<file path="src/rtl/bound_flasher.sv">
// ---------------------------------------------------------------------------
// bound_flasher
//
// Sixteen-lamp bounded flasher. One flick request starts a fixed lamp
// sequence: fill up to lamp 15, drain to lamp 5, fill to lamp 10, drain to
// empty, fill to lamp 5, drain to empty, then idle. The lit lamps always form
// a contiguous run from bit 0 upward. Exactly one lamp changes per edge
// outside IDLE.
//
// Optional feature macro: BOUND_FLASHER_KICKBACK_EN
//   When defined, a flick seen while filling can restart a phase:
//     - In UP15, on the edge that reaches 0x003F or 0x07FF, the bar drains
//       to empty (KB0) and then refills from lamp 0 (UP15).
//     - In UP10, on the edge that reaches 0x07FF, the bar drains back to
//       0x001F (DN5) and fills to 0x07FF again.
//   When undefined, flick is honoured only in IDLE and KB0 does not exist.
//
// Ports:
//   flick  in   1  start / kickback request, level-sampled each rising edge
//   clk    in   1  clock, rising edge active
//   rst_n  in   1  synchronous reset, ACTIVE HIGH (name kept for legacy
//                  reasons); forces IDLE and LED = 0
//   LED    out 16  registered lamp states, bit i = lamp i (1 = on)
// ---------------------------------------------------------------------------
`timescale 1ns/1ps

module bound_flasher (
    input  logic        flick,
    input  logic        clk,
    input  logic        rst_n,
    output logic [15:0] LED
);

`ifdef BOUND_FLASHER_KICKBACK_EN
    typedef enum logic [2:0] {
        S_IDLE = 3'd0,
        S_UP15 = 3'd1,
        S_DN5  = 3'd2,
        S_UP10 = 3'd3,
        S_DN0  = 3'd4,
        S_UP5  = 3'd5,
        S_DN0E = 3'd6,
        S_KB0  = 3'd7
    } state_t;
`else
    typedef enum logic [2:0] {
        S_IDLE = 3'd0,
        S_UP15 = 3'd1,
        S_DN5  = 3'd2,
        S_UP10 = 3'd3,
        S_DN0  = 3'd4,
        S_UP5  = 3'd5,
        S_DN0E = 3'd6
    } state_t;
`endif

    state_t      state_q, state_d;
    logic [15:0] led_q, led_d;
    logic [15:0] led_on;
    logic [15:0] led_off;

    // The two possible moves of the bar: light the next lamp up, or
    // extinguish the current top lamp.
    assign led_on  = {led_q[14:0], 1'b1};
    assign led_off = {1'b0, led_q[15:1]};

    // Transitions compare against the value being produced on this edge,
    // so each peak/trough is entered and left on consecutive edges.
    always_comb begin
        state_d = state_q;
        led_d   = led_q;
        case (state_q)
            S_IDLE: begin
                led_d = 16'h0000;
                if (flick) begin
                    led_d   = 16'h0001;
                    state_d = S_UP15;
                end
            end
            S_UP15: begin
                led_d = led_on;
                if (led_on == 16'hFFFF) begin
                    state_d = S_DN5;
                end
`ifdef BOUND_FLASHER_KICKBACK_EN
                if (flick && (led_on == 16'h003F || led_on == 16'h07FF)) begin
                    state_d = S_KB0;
                end
`endif
            end
            S_DN5: begin
                led_d = led_off;
                if (led_off == 16'h001F) begin
                    state_d = S_UP10;
                end
            end
            S_UP10: begin
                led_d = led_on;
                if (led_on == 16'h07FF) begin
`ifdef BOUND_FLASHER_KICKBACK_EN
                    state_d = flick ? S_DN5 : S_DN0;
`else
                    state_d = S_DN0;
`endif
                end
            end
            S_DN0: begin
                led_d = led_off;
                if (led_off == 16'h0000) begin
                    state_d = S_UP5;
                end
            end
            S_UP5: begin
                led_d = led_on;
                if (led_on == 16'h003F) begin
                    state_d = S_DN0E;
                end
            end
            S_DN0E: begin
                led_d = led_off;
                if (led_off == 16'h0000) begin
                    state_d = S_IDLE;
                end
            end
`ifdef BOUND_FLASHER_KICKBACK_EN
            S_KB0: begin
                led_d = led_off;
                if (led_off == 16'h0000) begin
                    state_d = S_UP15;
                end
            end
`endif
            default: begin
                // Unreachable encodings recover to a clean idle.
                led_d   = 16'h0000;
                state_d = S_IDLE;
            end
        endcase
    end

    always_ff @(posedge clk) begin
        if (rst_n) begin
            state_q <= S_IDLE;
            led_q   <= 16'h0000;
        end else begin
            state_q <= state_d;
            led_q   <= led_d;
        end
    end

    assign LED = led_q;

endmodule

</file>
<file path="config.mk">
export PLATFORM = sky130hd
export DESIGN_NAME = bound_flasher
export DESIGN_NICKNAME = d
export VERILOG_FILES = /design/src/rtl/bound_flasher.sv
export SDC_FILE = /design/constraint.sdc
export NUM_CORES = 1
export LEC_CHECK = 0
export BUFFER_PORTS_ARGS = -buffer_cell sky130_fd_sc_hd__buf_2
export CAP_MARGIN = 20
export CORE_UTILIZATION = 56
export DETAILED_ROUTE_END_ITERATION = 16
export MAX_ROUTING_LAYER = met4
export PLACE_DENSITY = 0.81
export SKIP_CTS_REPAIR_TIMING = 1
export SYNTH_ARGS = -nofsm -noshare
export SYNTH_HDL_FRONTEND = slang
export SYNTH_SLANG_ARGS = --single-unit
</file>
<file path="constraint.sdc">
create_clock -name clk -period 4 [get_ports clk]
set_input_delay 0.8 -clock clk [delete_from_list [all_inputs] [get_ports clk]]
set_output_delay 0.8 -clock clk [all_outputs]
set_load 0.02 [all_outputs]
</file>
Word-level counts from Yosys, hierarchy flattened. Index checks and enable logic that the tools add are counted.

Equality and inequality tests: 17. Muxes and demuxes: 10. Reduce and logical (&&, ||, !) cells: 5.

Operators with widths (count): one-hot mux 16 bit (3 select lines) (1); equality test 15 x 5 -> 1 bit (second input constant) (2); 2-to-1 mux 3 bit (7); one-hot mux 3 bit (7 select lines) (1); logical NOT 16 bit (1); equality test 15 x 10 -> 1 bit (second input constant) (1); equality test 15 bit (second input constant) (1); inequality test 2 bit (second input constant) (7); equality test 3 bit (second input constant) (3); AND reduction 7 bit (1); equality test 3 x 2 -> 1 bit (second input constant) (2); OR reduction 3 bit (2); equality test 3 x 1 -> 1 bit (second input constant) (1); logical NOT 3 bit (1); 2-to-1 mux 1 bit (1).

Register bits: 19. Input bits: 3. Output and inout port bits: 16. Word-level logic and storage cells: 34.

Longest topological paths before layout.
Word-level depth: 3. Gate-level depth with buffers: 6. Gate-level depth less buffers: 5.

Worst setup path after synthesis. Ideal clock, no wire load.

Path kind: register -> register. Start point: reg led_q[10], in the netlist LED[10]. End point: reg state_q[0]. Library setup time: 71 ps. Arrival time: 1740 ps. Required time: 3929 ps. Slack: 2190 ps. Stages on the path, launching flop included: 6. Buffers on the path: 0. Period minus slack after synthesis: 1810 ps. Cells stage by stage: dfxtp_1 -> or4_4 -> nor4_4 -> a221oi_1 -> a2111oi_2 -> o2bb2ai_1.

Cells in the longest elaborated chain, start to end: 3. Elaborated cells on any way between the ends: 12. Classes of those cells: eq/ne: 10; reduce/logical: 2.

RTL lines: start: declaration (line 58) `logic [15:0] led_q, led_d;`; start signal: assignment (line 147) `led_q <= led_d;`; equality test 15 x 5 -> 1 bit (tied with other cells) (line 115) `if (led_on == 16'h003F) begin`; inequality test 2 bit (no line); AND reduction 7 bit (no line) *; end signal: assignment (line 146) `state_q <= state_d;`; end: declaration (line 57) `state_t state_q, state_d;`.

Every way passes the cells marked *; elsewhere a longest branch is shown, timed or not. A chain may end at the register's enable or synchronous reset.

Worst setup path in the final report.
Start point: reg state_q[0]. End point: reg state_q[1].

Cells in the longest elaborated chain, start to end: 3. Elaborated cells on any way between the ends: 16. Classes of those cells: eq/ne: 13; mux: 1; reduce/logical: 2.

RTL lines: equality test 3 bit (tied with other cells) (line 72) `case (state_q)`; inequality test 2 bit (no line); AND reduction 7 bit (no line).

Parallel ways exist; a longest one is shown, timed or not.

==> impl_metrics.ini <==
[placement]
portBuffers = 18
gp_congestion = 0.795
hpwlAfterDp_um = 1370

[synth]
async_flop_share = 0
synth_most_common_cell = nand3_1
syn_avg_cell_area_um2 = 7.95
synthDistinctLibCells = 27
synth_ff_type = dfxtp_1
synthCells = 114
ys_seq_area_frac = 0.420
synth_top_area_share = 0.420
yosysTopAreaCell = dfxtp_1
synth_area_um2 = 906
synth_warnings = 0
synth_edf_count = 0
syn_nets = 117
synthTopCellsByCount = 29 x nand3_1, 19 x dfxtp_1, 15 x a21oi_1
synth_area_leaders = dfxtp_1 42%, nand3_1 16%, a21oi_1 8.3%, nand2_1 3.7%, clkbuf_1 3.3%
synth-seq-cells = 19

[final_layout]
nNetsFinal = 132
drive_gt1_frac = 0.219
seqCellArea_um2 = 380
filler_cell_count = 127
areaGrowthSynthToFinish_pct = 11.9
antenna_cells = 0
multi_input_area_um2 = 480

[critical_path]
r2r_start = state_q[0]
cp.required_ns = 4.24
reg2reg_to = state_q[1]
crit_start = state_q[0]
reg2reg_depth = 3
critPathCapture = state_q[1]
critPathTopFamily = flip-flops
cp_cell_sequence = clkinv_1 -> a2111o_1 -> a21oi_1
critPathKind = reg2reg
slowest_delay_ns = 0.79
worstPathArrival_ns = 2.31
rrSetupSlack_ns = 1.93
critPathSlowestCell = dfxtp_1
endpoint_kind = flip-flop
crit_path_max_fanout = 20
path_buf_inv = 1
start_kind = flip-flop
cp_num_cells = 3

[power_and_ir_drop]
finalPower_uw = 507
p_per_area_mw_per_mm2 = 500
p_leak_nw = 0.391
ir_worst_vdd_mv = 0.318

[sta]
fin_skew_ns = 0.00594
setup_viol = 0
relSlewSlack = 0.531
fin_crit_sh = 0.518
fmax_mhz = 483
fin_tns_setup_ns = 0
period_needed_ns = 2.07
worst_pin_slew_ns = 0.703
grt_setup_unrepaired = false
hold_violations = 0
finalMaxSlewViolations = 0

[routing]
route.detailed.drc = 0
drtIter0Drc = 29
wl_per_cell_um = 14.4
wl_um = 2070
vias = 929
drt_pass1_iterations = 4
detail-route-antenna-nets = 0
vias_per_cell = 6.45

[floorplan]
num_io_pins = 19
die_w_um = 42.2
die_h_um = 42.2
rows = 14
start_util = 0.601
coreArea_mm2 = 0.00151
die_area_mm2 = 0.00178

[grt]
antenna_found_initial = 0
grt_overflow = 0
grt_max_degree = 21
grt_pass1_wl_um = 3330
grt_pass1_vias = 764
gr-usage-all-layers = 0.244

[status]
status = completed

[clocking]
htreeDepth = 1
clockBufferDepth = 2
clkLatencyLatePin_ns = 0.30
clockRootBuffer = clkbuf_4
cts_tree = built
clk_pin_slew_ns = 0.11
clock-sinks = 19
cts_buffers = 3

[hold_path]
hp-class = reg2reg
holdPathStages = 2

[run]
drv_cap = 0
==> report_power, final <==
| group | switching (mW) | internal [mW] | total (mW) | leakage [nW] |
|---|---|---|---|---|
| registers | 0.0488 | 0.206 | 0.255 | 0.154 |
| logic | 0.103 | 0.0511 | 0.154 | 0.219 |
| clock network | 0.0605 | 0.0372 | 0.0977 | 0.0177 |
| total | 0.212 | 0.295 | 0.507 | 0.391 |
==> worst min-delay path by stage <==
stage	start	slack, ns	endpoint
6_report	LED[14]	0.54	LED[15]
5_1_grt	LED[14]	0.56	LED[15]
4_1_cts	LED[14]	0.54	LED[15]
3_5_place_dp	LED[2]	0.52	LED[3]
3_3_place_gp	LED[3]	0.52	LED[4]
2_1_floorplan	state_q[1]	0.53	state_q[1]
==> worst min-delay path, stage by stage, from the launching register on <==
cell     delay (ns)
dfxtp_1        0.37
nand3_1        0.10
nor2_1         0.04
==> sequential cells by signal, summed over array words and instances, names as in the netlist <==
register,flops
LED,16
state_q,3
==> cell usage in the layout (no fill, tap or decap) <==
cell	n
a2111oi_2	1
or4_4	1
nand4_1	1
a21oi_1	15
nor4_4	1
o21ai_0	1
nand2_1	9
nand3_1	29
clkbuf_4	3
a221oi_1	1
clkinv_2	1
a2111o_1	1
nand2b_1	1
or4_1	2
clkinv_1	1
and4b_2	1
dfxtp_1	19
a41oi_1	1
and3_1	1
o22ai_1	2
o2bb2ai_1	1
nor2_1	4
a31oi_1	3
nor4_1	1
nor3_1	3
or3_1	1
buf_2	18
a31o_2	2
inv_1	3
==> layout make-up <==
class,instances,area share
clock inverter,1,0.00494
timing repair buffer,18,0.0889
multi-input combinational,83,0.474
clock buffer,3,0.0222
sequential,19,0.375
inverter,4,0.0148
tap,16,0.0198
==> through the flow <==
stage / hold WS, ns / std cells / utilization / area [um^2] / worst slack [ns]
after floorplan: 0.535 / 114 / - / 906 / 2.19
after global placement: 0.521 / 140 / 0.654 / 986 / 2.15
after CTS: 0.536 / 144 / 0.673 / 1010 / 2.01
after global routing: 0.562 / 144 / 0.673 / 1010 / 1.85
final: 0.540 / 144 / 0.673 / 1010 / 1.93
after detailed placement: 0.518 / 140 / 0.654 / 986 / 2.05
==> per-layer routing <==
layer / up-vias / track usage / wire [um]
met5: - / - / 0
met4: 0 / 0.119 / 18
met3: 4 / 0.0302 / 90
met2: 26 / 0.360 / 975
met1: 448 / 0.330 / 986
li1: 451 / - / -
==> cells by family after synthesis <==
group / count (synthesis) / synth area share
simple gates: 55 / 0.330
compound gates: 28 / 0.200
flops: 19 / 0.420
buf+inv: 12 / 0.0497
(Power assumes the default switching activity.)
